**config.mk**
```make
export PLATFORM = sky130hd
export DESIGN_NAME = lector_fila_imagen
export DESIGN_NICKNAME = d
export VERILOG_FILES = /design/src/rtl/lector_fila_imagen.sv
export SDC_FILE = /design/constraint.sdc
export NUM_CORES = 1
export LEC_CHECK = 0
export CAP_MARGIN = 25
export CORE_MARGIN = 3
export CORE_UTILIZATION = 45
export DETAILED_ROUTE_END_ITERATION = 10
export DONT_BUFFER_PORTS = 1
export GPL_ROUTABILITY_DRIVEN = 0
export GPL_TIMING_DRIVEN = 0
export PLACE_DENSITY_LB_ADDON = 0.1
export SLEW_MARGIN = 20
export SYNTH_ARGS = -nofsm -noshare
export SYNTH_HDL_FRONTEND = slang
export SYNTH_SLANG_ARGS = --single-unit
```
**constraint.sdc**
```tcl
create_clock -name reloj -period 4.2 [get_ports reloj]
set_input_delay 0.42 -clock reloj [delete_from_list [all_inputs] [get_ports reloj]]
set_output_delay 0.42 -clock reloj [all_outputs]
set_load 0.01 [all_outputs]
```
**src/rtl/lector_fila_imagen.sv**
```systemverilog
// lector_fila_imagen: fetches tile row words from the image ROM and serializes them into a 1-bpp pixel stream
module lector_fila_imagen #(
  parameter int         TILE_W    = 32,
  parameter int         ROM_LAT   = 1,
  parameter logic [8:0] BLANK_DIR = 9'h000
) (
  input  logic              reloj,
  input  logic              resetM,
  input  logic              line_start,
  input  logic              pix_tick,
  input  logic [8:0]        dir_in,
  input  logic              dir_stb,
  output logic              dir_rdy,
  output logic              rom_en,
  output logic [8:0]        rom_addr,
  input  logic [TILE_W-1:0] rom_data,
  output logic              pix_on,
  output logic              underrun,
  output logic              busy
);
  localparam int CW = $clog2(TILE_W);
  localparam int WW = ROM_LAT > 1 ? $clog2(ROM_LAT) : 1;
  typedef enum logic [1:0] {IDLE, REQ, WAIT, CAP} state_t;
  state_t            state, state_n;
  logic [WW-1:0]     wcnt;
  logic              blank, full;
  logic [TILE_W-1:0] hold, sr, cap_word;
  logic [CW-1:0]     px_cnt;
  logic              accept, cap, tile_load, load;
  assign dir_rdy   = state == IDLE && !full;
  assign busy      = state != IDLE;
  assign rom_en    = state == REQ;
  assign accept    = dir_stb && dir_rdy;
  assign cap       = state == CAP;
  assign cap_word  = blank ? '0 : rom_data;
  assign tile_load = pix_tick && px_cnt == CW'(TILE_W - 1) && !line_start;
  assign load      = line_start || tile_load;
  always_comb begin
    state_n = state;
    unique case (state)
      IDLE: state_n = accept ? (dir_in == BLANK_DIR ? CAP : REQ) : IDLE;
      REQ:  state_n = WAIT;
      WAIT: state_n = wcnt == WW'(ROM_LAT - 1) ? CAP : WAIT;
      CAP:  state_n = IDLE;
    endcase
  end
  always_ff @(posedge reloj) begin
    if (resetM) begin
      state    <= IDLE;
      wcnt     <= '0;
      blank    <= 1'b0;
      rom_addr <= '0;
      full     <= 1'b0;
      hold     <= '0;
      sr       <= '0;
      px_cnt   <= '0;
      pix_on   <= 1'b0;
      underrun <= 1'b0;
    end else begin
      state <= state_n;
      wcnt  <= state == WAIT ? wcnt + 1'b1 : '0;
      if (accept) begin
        rom_addr <= dir_in;
        blank    <= dir_in == BLANK_DIR;
      end
      if (line_start) begin
        px_cnt <= '0;
        pix_on <= 1'b0;
      end else if (pix_tick) begin
        px_cnt <= px_cnt == CW'(TILE_W - 1) ? '0 : px_cnt + 1'b1;
        pix_on <= sr[TILE_W-1];
      end
      // a capture landing on a load bypasses the holding register
      if (load) begin
        sr   <= full ? hold : (cap ? cap_word : '0);
        full <= 1'b0;
        if (tile_load && !full && !cap) underrun <= 1'b1;
      end else begin
        if (pix_tick) sr <= sr << 1;
        if (cap) begin
          hold <= cap_word;
          full <= 1'b1;
        end
      end
    end
  end
endmodule

```
# Word-level counts from Yosys, hierarchy flattened
# Cells that the tools add are included.
# totals
ff_bits	85
latch_bits	0
ramBits	0
romBits	0
input_bits	46
elab_cells	47
mem_count	0
# classes
n_addsub	2
n_mul	0
div_mod_pow	0
magnitude_cmp	0
n_eq_ne	4
shifts	0
n_mux	10
n_bitwise	2
n_reduce_logical	19
# ops
op	count
two-way mux 32 bit	5
zero test 9 bit	1
case mux 2 bit (4 select lines)	1
logical AND 1 bit	6
OR reduction 2 bit	3
adder 5 x 1 -> 5 bit, second input constant	1
equality test 5 bit, second input constant	1
two-way mux 5 bit	1
equality test 2 bit, second input constant	2
two-way mux 2 bit	2
AND reduction 2 bit	2
nonzero test 2 bit	2
zero test 1 bit	3
equality test 2 x 1 -> 1 bit, second input constant	1
zero test 2 bit	1
NOT 1 bit	2
adder 1 bit, second input constant	1
logical OR 1 bit	1
two-way mux 1 bit	1

# Logic depth before layout (Yosys ltp)
# depth
word_depth	6
depth_mapped	8

# Worst setup path after synthesis
# Ideal clock, no wire load.
# synth_path
kind	reg2reg
from	register px_cnt[0]
to	register hold[22]
setup_ns	0.070
arrival_time_ns	1.674
required_ns	4.130
slack_ns	2.455
stages_incl_launch_ff	9
path_buffers	2
period_less_slack_ns	1.745
path_cell_list	dfxtp_1 -> ha_1 -> and3_1 -> ha_1 -> buf_4 -> a21oi_4 -> buf_4 -> nand4b_1 -> a21oi_1
# synth_between
elab_chain_len	6
# synth_rtl
element	line_no	source
start, declared	28	logic [CW-1:0] px_cnt;
start signal, assigned	70	px_cnt <= px_cnt == CW'(TILE_W - 1) ? '0 : px_cnt + 1'b1;
equality test 5 bit	36	assign tile_load = pix_tick && px_cnt == CW'(TILE_W - 1) && !line_start;
logical AND 1 bit (2 in a row)	36	
logical OR 1 bit	37	assign load = line_start || tile_load;
NOT 1 bit (no line)	-	
AND reduction 2 bit (no line)	-	
end signal, assigned	81	hold <= cap_word;
end, declared	27	logic [TILE_W-1:0] hold, sr, cap_word;
# No other way between the ends.
# A chain may end at the register's enable or synchronous reset.

# Worst setup path in the final report
# layout_path
from	register px_cnt[0]
to	register sr[5]
# layout_between
elab_chain_len	5
elab_cells_between_ends	6
# layout_rtl
element	line_no	source
equality test 5 bit *	36	
logical AND 1 bit * (2 in a row)	36	
logical OR 1 bit *	37	
two-way mux 32 bit or nonzero test 2 bit (tied branches)	-	
end signal, assigned	75	sr <= full ? hold : (cap ? cap_word : '0);
end signal, assigned	79	if (pix_tick) sr <= sr << 1;
end, declared	27	
# Mark *: on every way between the ends. The rest lies on a longest branch, timed or not.

==> metrics.cfg <==
[logic_synthesis]
synthesis.area_um2=3930
synthFlopType=dfxtp_1
syn_nets=498
yosysSeqAreaShare_pct=43.3
ys_types=29
synth_area_per_cell_um2=8.84
synth-edff-count=0
netlist_instances=445
synth-seq-cells=85
synthArstFlopShare_pct=0
yosysWarningCount=0

[power]
leakagePower_nw=1.41
p_per_area_nw_per_um2=357
ir_worst_vdd_uv=201

[worst_setup_path]
crit_required_ps=4460
worstPathMaxFanout=10
startpoint_type=flop
timing.rr.start=px_cnt[0]
reg2reg_depth=8
crit_type=flop to flop
end_kind=flop
startpoint=px_cnt[0]
timing.rr.end=sr[5]
r2r_slack_ps=2100
arrival_ps=2360

[clock_network]
cts_buffers=9
postCtsSetupBuffers=0
clkLatencyLatePin_ps=360
cts.clk_slew.worst_paths_ps=90
root_buffer=clkbuf_8
cts_resized=0
cts_tree=yes
htree_levels=3
cts_num_sinks=85
clockBufferDepth=2
ctsHoldBuffers=0

[grt]
grt_max_degree=14
grt_pass1_wl_um=19200
grt_pass1_vias=3630
antenna_found_initial=0
track_usage_pct=24.0
overflow=0

[timing]
fmax_mhz=476
min_period_ps=2100
timing_hold_violations_final=0
rsz0062_at_grt=no
skew_ps=10.3
timing.final.crit_share_pct=50.0
whs_ps=193
timing.slew.headroom_pct=58.7
worstMarginPinSlew_ps=620
drv_slew=0
setup_tns_ps=0
setup_viol=0

[route]
drt_wl_total_um=11500
via_per_inst=6.58
first_pass_iters=4
wl_per_cell_um=20.3
dr_total_vias=3719
drt_iter0_markers=274
drtAntennaViolNets=0
drc=0

[die]
core_um2=8340
start_util_pct=47.1
die_h_um=99.5
rows=33
die_width_um=99.5
io_pins=60
dieArea_um2=9900

[finish]
final_util_pct=50.7
insertedDiodeCount=0
drive_gt1_share_pct=10.4
final_nets=509
syn2layout_area_growth_pct=7.57

[worst_hold_path]
min_from=dir_in[1]
hold_class=input port to flop
min_path_cells=2
whs_endpoint=rom_addr[1]

[job]
maxCapViolations=0

[placed_design]
port_buffers=0
hpwl_um=7970

[status]
status=completed

[final cells by class]
| type | count | area [µm²] |
|---|---|---|
| sequential | 85 | 1700 |
| clock buffer | 11 | 141 |
| clock inverter | 4 | 25.0 |
| fill | 833 | 4110 |
| multi-input combinational | 299 | 1930 |
| inverter | 5 | 18.8 |
| buffer | 56 | 278 |
| tap | 105 | 131 |
[cells in the final DEF (no fill, tap or decap), types with 5 or more instances in the layout]
cell       n
buf_2     21
nand4b_1  32
clkbuf_8  10
nor2_1    13
dfxtp_1   85
nand2_1   19
ha_1       7
mux2i_1    5
nor4b_1    8
nor4_1    56
o21ai_0   33
inv_1      5
buf_4     11
a21oi_1   44
clkbuf_1  25
nor3_1    33
a221oi_1  32
[cells in the mapped netlist, types with 5 or more instances]
library cell,count,area share [%]
a21oi_1,44,5.6
a221oi_1,32,7.1
buf_2,21,2.7
buf_4,11,2.1
clkbuf_1,24,2.3
dfxtp_1,85,43
ha_1,7,2.2
inv_1,5,0.48
mux2i_1,5,1.3
nand2_1,19,1.8
nand4b_1,32,7.1
nor2_1,13,1.2
nor3_1,33,4.2
nor4_1,56,8.9
nor4b_1,8,1.8
o21ai_0,33,4.2
[power breakdown]
group	leakage (nW)	switching (W)	internal (W)
clock	0.0812	0.000294	0.000226
sequential	0.693	0.0000172	0.000830
combinational	0.632	0.0000913	0.0000515
[stage by stage]
step	cells	total power (W)	area, µm²	worst slack [ps]
2_1_floorplan	445	0.000970	3930	2460
3_3_place_gp	550	0.00100	4060	2150
3_5_place_dp	550	0.00101	4060	2110
4_1_cts	565	0.00152	4230	2080
5_1_grt	565	0.00157	4230	1930
6_report	565	0.00151	4230	2100
[layer usage]
| layer | part of all wire [%] | vias up | track usage (%) |
|---|---|---|---|
| li1 | - | 1737 | - |
| met1 | 45 | 1838 | 32.0 |
| met2 | 47 | 131 | 38.3 |
| met3 | 7.5 | 13 | 6.87 |
| met4 | 1.1 | 0 | 6.20 |
| met5 | 0 | - | 0 |
[flip-flops by register name, summed over array words and instances, names as in the netlist]
| signal | flops |
|---|---|
| hold | 32 |
| px_cnt | 5 |
| pix_on | 1 |
| state | 2 |
| sr | 32 |
| blank | 1 |
| full | 1 |
| rom_addr | 9 |
| underrun | 1 |
| wcnt | 1 |
[cell families (layout without fill, tap and decap cells)]
kind of cell             after synthesis  after routing  synth area share (%)
adder cells (fa/ha/maj)                7              7                  2.23
buffers and inverters                 61             76                  7.54
XOR/XNOR                               1              1                 0.223
multiplexers                           5              5                  1.27
AO/OA/AOI/OAI                        113            113                  17.9
flip-flops                            85             85                  43.3
AND/OR/NAND/NOR                      173            173                  27.6
[worst max path at each step]
stage | to | slack, ps | depth (start not counted)
4_1_cts | sr[19] | 2080 | 7
5_1_grt | sr[21] | 1930 | 7
3_5_place_dp | sr[5] | 2110 | 8
3_3_place_gp | px_cnt[2] | 2150 | 8
6_report | sr[5] | 2100 | 8
2_1_floorplan | hold[22] | 2460 | 8
[worst max-delay path, cell delays in order, from the launching register on]
cell and delay (ps):
dfxtp_1 340, ha_1 220, and3_1 190, ha_1 200
buf_4 190, a21oi_4 330, buf_4 260, a221oi_1 80
nor4_1 200
Note: power is estimated with default switching activity, not from simulation.
